`src/rtl/instruction_fetch.sv`:
```
// Fetch stage in front of a synchronous instruction memory: issues addresses,
// pairs each returned word with its address, and handles stall, redirect and start/done.
module instruction_fetch #(
  parameter int ADDR_WIDTH = 10,
  parameter int WORD_WIDTH = 32,
  parameter int RESET_PC   = 0,
  parameter int LAST_PC    = 23,
  parameter int CNT_WIDTH  = 16
) (
  input  logic                  clk,
  input  logic                  rst_n,
  input  logic                  start,
  input  logic                  stall,
  input  logic                  redirect,
  input  logic [ADDR_WIDTH-1:0] redirect_pc,
  output logic [ADDR_WIDTH-1:0] imem_pc,
  input  logic [WORD_WIDTH-1:0] imem_data,
  output logic                  if_valid,
  output logic [WORD_WIDTH-1:0] if_instr,
  output logic [ADDR_WIDTH-1:0] if_pc,
  output logic                  done,
  output logic [CNT_WIDTH-1:0]  fetch_count
);

  localparam logic [ADDR_WIDTH-1:0] ResetPc = ADDR_WIDTH'(RESET_PC);
  localparam logic [ADDR_WIDTH-1:0] LastPc  = ADDR_WIDTH'(LAST_PC);
  localparam logic [ADDR_WIDTH-1:0] PcOne   = ADDR_WIDTH'(1);
  localparam logic [CNT_WIDTH-1:0]  CntOne  = CNT_WIDTH'(1);

  typedef enum logic [1:0] {
    IDLE,
    RUN,
    DONE
  } state_e;

  state_e                state_q, state_d;
  logic [ADDR_WIDTH-1:0] pc_q, pc_d;
  logic [ADDR_WIDTH-1:0] if_pc_q, if_pc_d;
  logic                  valid_q, valid_d;
  logic [CNT_WIDTH-1:0]  cnt_q, cnt_d;
  logic                  accept;

  // A word presented while a redirect is taken belongs to the wrong path, so it is squashed.
  assign if_valid    = (state_q == RUN) & valid_q & ~redirect;
  assign accept      = if_valid & ~stall;
  assign if_instr    = imem_data;
  assign if_pc       = if_pc_q;
  assign done        = (state_q == DONE);
  assign fetch_count = cnt_q;

  always_comb begin
    state_d = state_q;
    pc_d    = pc_q;
    if_pc_d = if_pc_q;
    valid_d = valid_q;
    cnt_d   = cnt_q;
    imem_pc = ResetPc;

    unique case (state_q)
      IDLE, DONE: begin
        if (start) begin
          state_d = RUN;
          if_pc_d = ResetPc;
          pc_d    = ResetPc + PcOne;
          valid_d = 1'b1;
          cnt_d   = '0;
        end
      end

      RUN: begin
        if (redirect) begin
          imem_pc = redirect_pc;
          if_pc_d = redirect_pc;
          pc_d    = redirect_pc + PcOne;
          valid_d = 1'b1;
        end else if (stall && valid_q) begin
          // Re-read the held address so imem_data keeps presenting the same word.
          imem_pc = if_pc_q;
        end else begin
          imem_pc = pc_q;
          if_pc_d = pc_q;
          pc_d    = pc_q + PcOne;
          valid_d = 1'b1;
        end

        if (accept) begin
          if (cnt_q != '1) begin
            cnt_d = cnt_q + CntOne;
          end
          if (if_pc_q == LastPc) begin
            state_d = DONE;
            valid_d = 1'b0;
            pc_d    = ResetPc;
          end
        end
      end

      default: begin
        state_d = IDLE;
      end
    endcase
  end

  always_ff @(posedge clk or negedge rst_n) begin
    if (!rst_n) begin
      state_q <= IDLE;
      pc_q    <= ResetPc;
      if_pc_q <= '0;
      valid_q <= 1'b0;
      cnt_q   <= '0;
    end else begin
      state_q <= state_d;
      pc_q    <= pc_d;
      if_pc_q <= if_pc_d;
      valid_q <= valid_d;
      cnt_q   <= cnt_d;
    end
  end

endmodule

```
`config.mk`:
```
export PLATFORM = sky130hd
export DESIGN_NAME = instruction_fetch
export DESIGN_NICKNAME = d
export VERILOG_FILES = /design/src/rtl/instruction_fetch.sv
export SDC_FILE = /design/constraint.sdc
export NUM_CORES = 1
export LEC_CHECK = 0
export CORE_ASPECT_RATIO = 0.75
export CORE_UTILIZATION = 43
export CTS_CLUSTER_SIZE = 24
export DETAILED_ROUTE_END_ITERATION = 10
export PLACE_DENSITY_LB_ADDON = 0.2
export SYNTH_ARGS = -nofsm -noshare
export SYNTH_HDL_FRONTEND = slang
export SYNTH_SLANG_ARGS = --single-unit
export TNS_END_PERCENT = 30
```
`constraint.sdc`:
```
create_clock -name clk -period 3 [get_ports clk]
set_clock_uncertainty 0.1 [all_clocks]
set_input_delay 0.6 -clock clk [delete_from_list [all_inputs] [get_ports clk]]
set_output_delay 0.6 -clock clk [all_outputs]
set_load 0.005 [all_outputs]
```
==> load_flow_metrics.sql <==
INSERT INTO impl_metrics (metric_group, metric, value, unit) VALUES
('yosys', 'syn_inst', '332', ''),
('die', 'io-pin-count', '117', ''),
('yosys', 'synth_largest_type_area_fraction', '0.3659', ''),
('yosys', 'synth.largest_area_cell', 'sky130_fd_sc_hd__dfrtp_1', ''),
('setup_path', 'worstSetupPathType', 'input pin to output pin', ''),
('global_routing', 'grt_overflow', '0', ''),
('finish', 'area_growth', '22.09', '%'),
('drt', 'iteration_0_drc_count_of_the_detailed_router', '171', ''),
('run_status', 'outcome', 'finished, final reports clean', ''),
('timing', 'finalHoldViolCount', '0', ''),
('timing', 'period_minus_slack', '2.847', 'ns'),
('placement', 'detailedPlacementHpwl', '5.196', 'mm'),
('timing', 'period_share', '0.9491', ''),
('finish', 'post_layout_nonfiller_instances', '442', ''),
('setup_path', 'timing.critical_path.to_type', 'output pin', ''),
('global_routing', 'antenna_found_initial', '0', ''),
('setup_path', 'wp_data_arrival', '2.15', 'ns'),
('yosys', 'synth.top_cells.by_count', 'sky130_fd_sc_hd__nand2_1, sky130_fd_sc_hd__dfrtp_1, sky130_fd_sc_hd__nor2_1', ''),
('yosys', 'synthesis.yosys.warnings', '0', ''),
('die', 'fp-row-count', '24', ''),
('finish', 'multi_input_comb_area', '0.001385', 'mm2'),
('global_routing', 'vias_in_the_first_global_route', '2282', ''),
('die', 'floorplan.initialDensity', '0.4532', ''),
('placement', 'gp_routability_congestion', '0.8065', ''),
('clock_tree', 'cts.path.max_buffers', '2', ''),
('timing', 'rsz0062_at_grt', 'no', ''),
('timing', 'hold_slack', '0.3094', 'ns'),
('yosys', 'async_flop_share', '1.000', ''),
('finish', 'seqCellArea', '975.9', 'um2'),
('die', 'core_area', '0.005886', 'mm2'),
('die', 'chipHeight', '70.21', 'um'),
('setup_path', 'cp_top_family', 'buffers and inverters', ''),
('drt', 'detail_route.vias_per_cell', '5.527', ''),
('yosys', 'synth.cell_area', '0.002668', 'mm2'),
('finish', 'numnets_final', '413', ''),
('drt', 'via_count', '2443', ''),
('timing', 'finalSetupViolCount', '0', ''),
('drt', 'detail_route.first_pass.iterations', '4', ''),
('global_routing', 'largest_net_degree_at_the_start_of_global_routing', '40', ''),
('timing', 'transition_time_of_the_tightest_slew_check_pin', '0.8778', 'ns'),
('drt', 'avgRoutedWirePerCell', '15.86', 'um'),
('drt', 'drt_wl_total', '7.010', 'mm'),
('yosys', 'synthesis.nets', '382', ''),
('setup_path', 'critPathMaxFanout', '27', ''),
('setup_path', 'critical-path-slowest-cell', 'sky130_fd_sc_hd__clkdlybuf4s50_1', ''),
('flow_run', 'cap_viol_max_count', '0', ''),
('drt', 'drt_drc_violations_left', '0', ''),
('finish', 'n_fill_cell', '568', ''),
('placement', 'placedCellCount', '434', ''),
('finish', 'antenna_cells_inserted', '0', ''),
('setup_path', 'cpPeakStageDelay', '0.53', 'ns'),
('setup_path', 'critical_path.startpoint_type', 'input pin', ''),
('yosys', 'synth_area_leaders', 'sky130_fd_sc_hd__dfrtp_1, sky130_fd_sc_hd__buf_4, sky130_fd_sc_hd__nand2_1', ''),
('die', 'die-area', '0.006526', 'mm2'),
('yosys', 'post-synth-top-count-cell', 'sky130_fd_sc_hd__nand2_1', ''),
('timing', 'slew-limit-headroom', '0.4148', ''),
('clock_tree', 'worstSkewPairLatency', '0.30', 'ns'),
('clock_tree', 'htree_num_levels', '2', ''),
('power_and_ir_drop', 'powerDensity', '574.0', 'mW/mm2'),
('clock_tree', 'holdBufCountCts', '0', ''),
('power_and_ir_drop', 'total_leakage_power', '0.001314', 'uW'),
('yosys', 'synth-edff-count', '0', ''),
('die', 'fp.dieW', '92.95', 'um'),
('finish', 'final_layout_size_suffix_gt1_frac', '0.08791', ''),
('global_routing', 'gr-usage-all-layers', '0.2274', ''),
('power_and_ir_drop', 'vdd.ir_drop.worst', '0.3459', 'mV'),
('power_and_ir_drop', 'seq_power_share', '0.413', ''),
('power_and_ir_drop', 'sw_frac_of_total', '0.3327', ''),
('clock_tree', 'cts_root_buffer', 'sky130_fd_sc_hd__clkbuf_8', ''),
('drt', 'postRouteAntennaNets', '0', ''),
('yosys', 'yosys.cell_types.count', '44', '');
==> per-stage QoR <==
step	total power [uW]	setup TNS (ns)	setup slack [ns]	cell area, um2	utilization
global route	1992	0	0.04158	3257	0.5534
global placement	1402	-1.135	-0.1333	3134	0.5325
floorplan	1089	0	0.6123	2668	-
CTS	1878	0	0.09160	3253	0.5527
finish	1869	0	0.1528	3257	0.5534
detailed placement	1412	-1.285	-0.1570	3134	0.5325
==> layer usage <==
layer / track usage / up-vias / wire length [um]
li1: - / 1200 / -
met1: 0.3578 / 1112 / 3626
met2: 0.2949 / 109 / 2765
met3: 0.05229 / 22 / 504
met4: 0.08547 / 0 / 113
met5: 0 / - / 0
==> sequential cells by signal, indices dropped and copies added, names as in the netlist <==
name         cells
fetch_count     16
if_pc           10
pc_q            10
state_q          2
valid_q          1
==> worst reg2reg max path, stage by stage, from the launching register on <==
cell                      delay, ns
sky130_fd_sc_hd__dfrtp_1       0.44
sky130_fd_sc_hd__or3b_1        0.42
sky130_fd_sc_hd__o21a_1        0.20
sky130_fd_sc_hd__or4_1         0.61
sky130_fd_sc_hd__or3_1         0.34
sky130_fd_sc_hd__a21oi_1       0.14
==> layout by cell type, fill, tap and decap left out, drive strengths merged, types with 5 or more instances in the layout <==
master / n
buf: 19
and2: 6
clkdlybuf4s50: 50
nand2: 48
xnor2: 13
nand3: 10
clkbuf: 6
a21oi: 32
nor3: 7
o31ai: 5
o2bb2ai: 5
or3: 5
nand4: 6
nor2: 34
dfrtp: 39
o21ai: 19
==> path summary, 6_finish.rpt <==
kind                                          start                          end  slack [ns]  cells after the start
worst min-delay path                          rst_n   fetch_count[7]$_DFFE_PN0P_        0.31                      1
worst max-delay path                       redirect                   imem_pc[6]        0.15                      6
worst max register to register  valid_q$_DFFE_PN0P_  fetch_count[13]$_DFFE_PN0P_        0.68                      5
min in group clk                pc_q[9]$_DFFE_PN0P_          pc_q[9]$_DFFE_PN0P_        0.42                      1
worst min register to register  pc_q[9]$_DFFE_PN0P_          pc_q[9]$_DFFE_PN0P_        0.42                      1
max in group asynchronous                     rst_n   fetch_count[9]$_DFFE_PN0P_        1.93                      1
==> layout make-up <==
class | count | share of cell area
tap | 78 | 0.02997
multi-input combinational | 243 | 0.4253
sequential | 39 | 0.2997
timing repair buffer | 70 | 0.2044
clock inverter | 2 | 0.01076
inverter | 4 | 0.004610
clock buffer | 6 | 0.02536
==> cells by family (layout without fill, tap and decap cells) <==
group	after synthesis	after routing	share of synthesized area
simple gates	139	139	0.2491
compound gates	80	80	0.1834
buf+inv	50	82	0.1158
flops	39	39	0.3659
xor+xnor	17	17	0.05582
mux	4	4	0.01595
fa+ha+maj	3	3	0.01407
==> power groups by stage <==
stage	Clock, uW	Combinational (uW)	Sequential [uW]
6_report	461	637	772
3_5_place_dp	0	634	778
3_3_place_gp	0	624	778
2_1_floorplan	0	344	746
5_1_grt	495	703	794
4_1_cts	468	641	770
==> what timing repair did <==
item                                    4_1_cts  5_1_grt
gates resized for setup                       3        1
cloned                                        0        0
setup buffers                                 0        0
pin swaps                                     0        0
endpoints found under the setup margin       10        3
Power figures use the tool's default switching activity.
